**src/rtl/lvds_capture_ctrl.sv**
```systemverilog
// Frame capture from an LVDS pixel stream into a small AXI-Stream style output FIFO.
// Optional macro LVDS_CAP_TESTPAT_EN enables the line/pixel counter test pattern (cfg_testpat).
module lvds_capture_ctrl #(
  parameter int DW         = 15,
  parameter int FIFO_DEPTH = 4
) (
  input  logic          CLK_IN,
  input  logic          rst_n,
  input  logic [DW-1:0] data_in,
  input  logic          group_in,
  input  logic          cap_start,
  input  logic          cap_stop,
  input  logic [11:0]   cfg_pix,
  input  logic [11:0]   cfg_lines,
  input  logic          cfg_testpat,
  output logic [DW-1:0] m_tdata,
  output logic          m_tvalid,
  input  logic          m_tready,
  output logic          m_tuser,
  output logic          m_tlast,
  output logic          busy,
  output logic          done,
  output logic          err_short,
  output logic          ovf,
  output logic [7:0]    ovf_cnt
);

  localparam int AW = (FIFO_DEPTH > 1) ? $clog2(FIFO_DEPTH) : 1;
  localparam int CW = $clog2(FIFO_DEPTH + 1);

  typedef enum logic [1:0] {IDLE = 2'd0, ARM = 2'd1, CAPTURE = 2'd2, DONE = 2'd3} state_t;

  state_t          r_state;
  logic            r_group_d;
  logic [11:0]     r_pix_lim;
  logic [11:0]     r_line_lim;
  logic [11:0]     r_pix_cnt;
  logic [11:0]     r_line_cnt;
  logic            r_busy;
  logic            r_done;
  logic            r_err_short;
  logic            r_ovf;
  logic [7:0]      r_ovf_cnt;

  logic [DW+1:0]   r_mem [FIFO_DEPTH];
  logic [AW-1:0]   r_wr_ptr;
  logic [AW-1:0]   r_rd_ptr;
  logic [CW-1:0]   r_count;
  logic            r_tvalid;
  logic [DW-1:0]   r_tdata;
  logic            r_tuser;
  logic            r_tlast;

  logic            w_rise;
  logic            w_fall;
  logic            w_in_line;
  logic            w_push;
  logic            w_pop;
  logic            w_full;
  logic            w_wr_en;
  logic            w_drop;
  logic            w_sof;
  logic            w_eol;
  logic            w_mem_avail;
  logic [11:0]     w_line_next;
  logic [DW-1:0]   w_pix_data;

  assign w_rise      = group_in & ~r_group_d;
  assign w_fall      = ~group_in & r_group_d;
  assign w_in_line   = r_pix_cnt < r_pix_lim;
  // The only pixel pushed from ARM is the first pixel of the frame.
  assign w_push      = ~cap_stop & (((r_state == ARM) & w_rise) |
                                    ((r_state == CAPTURE) & group_in & w_in_line));
  assign w_pop       = r_tvalid & m_tready;
  assign w_full      = (r_count == CW'(FIFO_DEPTH));
  assign w_wr_en     = w_push & (~w_full | w_pop);
  assign w_drop      = w_push & w_full & ~w_pop;
  assign w_sof       = (r_state == ARM);
  assign w_eol       = (r_pix_cnt == (r_pix_lim - 12'd1));
  assign w_line_next = r_line_cnt + 12'd1;
  // Entries still in memory exclude the one already presented on the output registers.
  assign w_mem_avail = r_tvalid ? (r_count > CW'(1)) : (r_count != CW'(0));

`ifdef LVDS_CAP_TESTPAT_EN
  assign w_pix_data = cfg_testpat ? {r_line_cnt[5:0], r_pix_cnt[DW-7:0]} : data_in;
`else
  logic w_unused_testpat;
  assign w_unused_testpat = cfg_testpat;
  assign w_pix_data       = data_in;
`endif

  // Capture FSM with line/pixel counters and status flags.
  always_ff @(posedge CLK_IN or negedge rst_n) begin
    if (!rst_n) begin
      r_state     <= IDLE;
      r_group_d   <= 1'b0;
      r_pix_lim   <= 12'd0;
      r_line_lim  <= 12'd0;
      r_pix_cnt   <= 12'd0;
      r_line_cnt  <= 12'd0;
      r_busy      <= 1'b0;
      r_done      <= 1'b0;
      r_err_short <= 1'b0;
      r_ovf       <= 1'b0;
      r_ovf_cnt   <= 8'd0;
    end else begin
      r_group_d <= group_in;
      r_done    <= 1'b0;
      if (w_drop) begin
        r_ovf <= 1'b1;
        if (r_ovf_cnt != 8'hFF) r_ovf_cnt <= r_ovf_cnt + 8'd1;
      end
      case (r_state)
        IDLE: begin
          if (cap_start && !cap_stop && (cfg_pix != 12'd0) && (cfg_lines != 12'd0)) begin
            r_pix_lim   <= cfg_pix;
            r_line_lim  <= cfg_lines;
            r_pix_cnt   <= 12'd0;
            r_line_cnt  <= 12'd0;
            r_err_short <= 1'b0;
            r_ovf       <= 1'b0;
            r_ovf_cnt   <= 8'd0;
            r_busy      <= 1'b1;
            r_state     <= ARM;
          end
        end
        ARM: begin
          if (cap_stop) begin
            r_busy  <= 1'b0;
            r_state <= IDLE;
          end else if (w_rise) begin
            r_pix_cnt <= 12'd1;
            r_state   <= CAPTURE;
          end
        end
        CAPTURE: begin
          if (cap_stop) begin
            r_busy  <= 1'b0;
            r_state <= IDLE;
          end else begin
            if (group_in && w_in_line) r_pix_cnt <= r_pix_cnt + 12'd1;
            if (w_fall) begin
              if (w_in_line) r_err_short <= 1'b1;
              r_pix_cnt  <= 12'd0;
              r_line_cnt <= w_line_next;
              if (w_line_next == r_line_lim) begin
                r_busy  <= 1'b0;
                r_done  <= 1'b1;
                r_state <= DONE;
              end
            end
          end
        end
        DONE: begin
          r_state <= IDLE;
        end
        default: begin
          r_busy  <= 1'b0;
          r_state <= IDLE;
        end
      endcase
    end
  end

  // FIFO pointers, occupancy and the registered output beat.
  always_ff @(posedge CLK_IN or negedge rst_n) begin
    if (!rst_n) begin
      r_wr_ptr <= '0;
      r_rd_ptr <= '0;
      r_count  <= '0;
      r_tvalid <= 1'b0;
      r_tdata  <= '0;
      r_tuser  <= 1'b0;
      r_tlast  <= 1'b0;
    end else begin
      if (w_wr_en) r_wr_ptr <= r_wr_ptr + AW'(1);
      if (!r_tvalid || m_tready) begin
        if (w_mem_avail) begin
          {r_tuser, r_tlast, r_tdata} <= r_mem[r_rd_ptr];
          r_tvalid <= 1'b1;
          r_rd_ptr <= r_rd_ptr + AW'(1);
        end else begin
          r_tvalid <= 1'b0;
        end
      end
      case ({w_wr_en, w_pop})
        2'b10:   r_count <= r_count + CW'(1);
        2'b01:   r_count <= r_count - CW'(1);
        default: r_count <= r_count;
      endcase
    end
  end

  // FIFO storage; contents are don't-care until a pointer makes them visible.
  always_ff @(posedge CLK_IN) begin
    if (w_wr_en) r_mem[r_wr_ptr] <= {w_sof, w_eol, w_pix_data};
  end

  assign m_tdata   = r_tdata;
  assign m_tvalid  = r_tvalid;
  assign m_tuser   = r_tuser;
  assign m_tlast   = r_tlast;
  assign busy      = r_busy;
  assign done      = r_done;
  assign err_short = r_err_short;
  assign ovf       = r_ovf;
  assign ovf_cnt   = r_ovf_cnt;

endmodule

```
**config.mk**
```make
export PLATFORM = sky130hd
export DESIGN_NAME = lvds_capture_ctrl
export DESIGN_NICKNAME = d
export VERILOG_FILES = /design/src/rtl/lvds_capture_ctrl.sv
export SDC_FILE = /design/constraint.sdc
export NUM_CORES = 1
export LEC_CHECK = 0
export CORE_MARGIN = 2
export CORE_UTILIZATION = 40
export DETAILED_ROUTE_END_ITERATION = 7
export PLACE_DENSITY_LB_ADDON = 0.12
export SLEW_MARGIN = 25
export SYNTH_ARGS = -nofsm -noshare
export SYNTH_HDL_FRONTEND = slang
export SYNTH_SLANG_ARGS = --single-unit
```
**constraint.sdc**
```tcl
create_clock -name CLK_IN -period 2.6 [get_ports CLK_IN]
set_input_delay 0.26 -clock CLK_IN [delete_from_list [all_inputs] [get_ports CLK_IN]]
set_output_delay 0.26 -clock CLK_IN [all_outputs]
set_load 0.01 [all_outputs]
```
==> impl_results.md <==
- EDFF count, synth: 68
- CP required: 2740 ps
- Rows: 50
- RSZ-0062 raised after global routing: true
- Cell with the most instances after synthesis: dfrtp_1
- PwrDens: 959 mW/mm^2
- Ys flop type: dfrtp_1
- F_max: 0.385 GHz
- GP Congestion: 0.815
- Nets: 872
- Seq cells post-synth: 156
- Final setup viols: 0
- Total grt overflow: 0
- GRT Util Overall: 0.180
- Area share of the largest cell type after synthesis: 0.290
- Crit-path max cell delay: 430 ps
- Layout cells sized above 1: 0.230
- Die height: 142 um
- First-pass GRT wire length: 28.0 mm
- HP Class: input pin to asynchronous set/reset pin
- Clk slew on worst S/H paths: 60 ps
- Top cells by count, synth: dfrtp_1, nand2_1, edfxtp_1
- Sequential area share after synthesis: 0.559
- Slew @ Worst Pin: 544 ps
- Routed vias/inst: 5.27
- DIE WIDTH: 142 um
- Initial antenna violation count: 0
- Yosys cell types: 59
- Via count: 5,507
- Tmin final: 2600 ps
- Mapped Cells: 649
- Largest net degree at the start of global routing: 54
- Number of H-tree levels: 4
- Routed Antenna Nets: 0
- Starting DRT DRC Count: 248
- Max_slew headroom: 0.637
- Initial Util: 0.407
- IO Count: 76
- TritonCTS clock tree: built
- Area delta synth->final: 32.4%
- Synth Cell Area: 0.00759 sq mm
- Cts bufs inserted: 17
- Clk Latency, worst-skew pair: 420 ps
- Diodes inserted: 0
- Worst setup path category: register to register
- Skew final: 9.01 ps
- Critical Path Source Type: register
- Net count after synthesis: 724
- CP max FO: 8
- DRC: 0
- Status: finished clean
- CP Cell Sequence: inv_2 -> ha_4 -> a21oi_2 -> nand3_1 -> o211ai_1 -> nand3_2 -> a2111oi_4 -> buf_4 -> and2_4 -> clkbuf_16
- Hold Vio Cnt, Final: 0
- Max clock buf depth: 2
- Mean Syn Cell Area: 11.7 sq um
- Port buffer count: 74
- TritonRoute pass-1 iters: 4
- Clock Sinks: 156
- Inst Count DP: 995
- Element type at the critical path end: register
- Asr flop ratio synth: 0.564
- Top post-synthesis cells by area: dfrtp_1, edfxtp_1, mux4_2, ha_1, nand2_1
- Static leakage power: 4.07 nW
- Ys Warns: 0
- Final period utilization: 0.999
- Crit path arrival time: 2730 ps
- Max VDD drop: 0.525 mV
- Max Slew Vio Count: 0
- Drt total wl: 17.4 mm
- Die area: 0.0201 sq mm
- Slowest CP cell: a2111oi_4
- Finished Layout Cells: 1,044
- HPWL Detailed: 11.8 mm
- Number of global-route vias before repair: 5,533
- Root Buffer: clkbuf_16
- Core outline area: 0.0186 sq mm
- Wirelength per Cell: 16.7 um
- Fin util: 0.539
- Max_cap viols: 0
- Yosys top cell by area: dfrtp_1
==> where the power goes <==
part	switching [W]	internal, W	leakage (nW)
Sequential	0.000371	0.00308	1.74
Combinational	0.00174	0.00191	2.05
Clock	0.00102	0.00152	0.285
Total	0.00313	0.00651	4.07
==> path summary, 6_finish.rpt <==
check,to,cells past startpoint,from,slack [ps]
setup / recovery,r_mem[1][11],10,r_pix_lim[6],3
hold / removal,m_tdata[3],2,rst_n,370
setup reg to reg,r_mem[1][11],10,r_pix_lim[6],3
hold reg to reg,r_line_lim[5],2,r_line_lim[5],490
max in group asynchronous,r_state[0],3,rst_n,1540
min in group CLK_IN,r_line_lim[9],3,cfg_lines[9],400
==> cell usage in the layout (no fill, tap or decap), drive strengths merged, types with 5 or more instances in the layout <==
master,instances
inv,39
a21oi,17
nor4,10
nand2,81
nand3,24
ha,29
nand2b,6
a211oi,5
clkbuf,22
buf,74
o21ai,51
or3,5
o31ai,11
and3,11
nor3,13
mux4,17
and2,12
xnor2,25
a31oi,5
clkdlybuf4s50,73
dfrtp,88
mux2i,7
xor2,15
nor2,37
mux2,17
nand4,7
edfxtp,68
==> state kept, by name, indices dropped and copies added (netlist names), 3 cells and up <==
signal / flops
m_tdata: 15
ovf_cnt: 8
r_count: 3
r_line_cnt: 12
r_line_lim: 12
r_mem: 68
r_pix_cnt: 12
r_pix_lim: 12
==> final cells by class <==
cell class	count	area (sq um)
fillers	1582	8590
flip-flops and latches	156	4240
multi-input cells	436	3300
repair buffers	151	1480
clock buffers	19	433
well taps	234	293
clock inverters	13	164
inverters	35	131
==> routing by layer <==
layer / global-route usage / wire length [um] / vias up
li1: - / - / 2639
met1: 0.231 / 7830 / 2741
met2: 0.304 / 8720 / 108
met3: 0.0375 / 578 / 19
met4: 0.0616 / 262 / 0
met5: 0 / 0 / -
==> logic make-up after synthesis <==
logic type / synth area share
muxes: 0.0849
xor gates and xnor gates: 0.0462
adders and majority gates: 0.0478
DFF: 0.559
buffers and inverters: 0.0302
and+or+nand+nor: 0.146
AOI/OAI and AO/OA: 0.0854
==> per-stage QoR <==
step / setup TNS (ps) / hold WS (ps) / setup WS [ps] / power (W) / area, sq um
2_1_floorplan: 0 / -35.6 / 27.8 / 0.00552 / 7600
3_3_place_gp: -2950 / 290 / -246 / 0.00678 / 9080
3_5_place_dp: -6740 / 297 / -191 / 0.00688 / 9080
4_1_cts: 0 / 382 / 28.3 / 0.00951 / 9790
5_1_grt: -7870 / 402 / -129 / 0.0102 / 10000
6_report: 0 / 370 / 3.32 / 0.00964 / 10000
==> repair_timing <==
item                                    in CTS  in global routing
hold endpoints to repair                    35                  0
cloned                                       1                  4
pin swaps                                    3                 14
buffers inserted                             3                  8
hold buffers                                 1                  0
gates resized for setup                     10                 34
endpoints found under the setup margin      75                 93
==> critical path: cells and delay by family, from the launching register on <==
kind | cells | cell delay (ps)
buf+inv | 3 | 440
fa+ha+maj | 1 | 220
simple gates | 3 | 430
compound gates | 3 | 840
flops | 1 | 390
(Power assumes the default switching activity.)
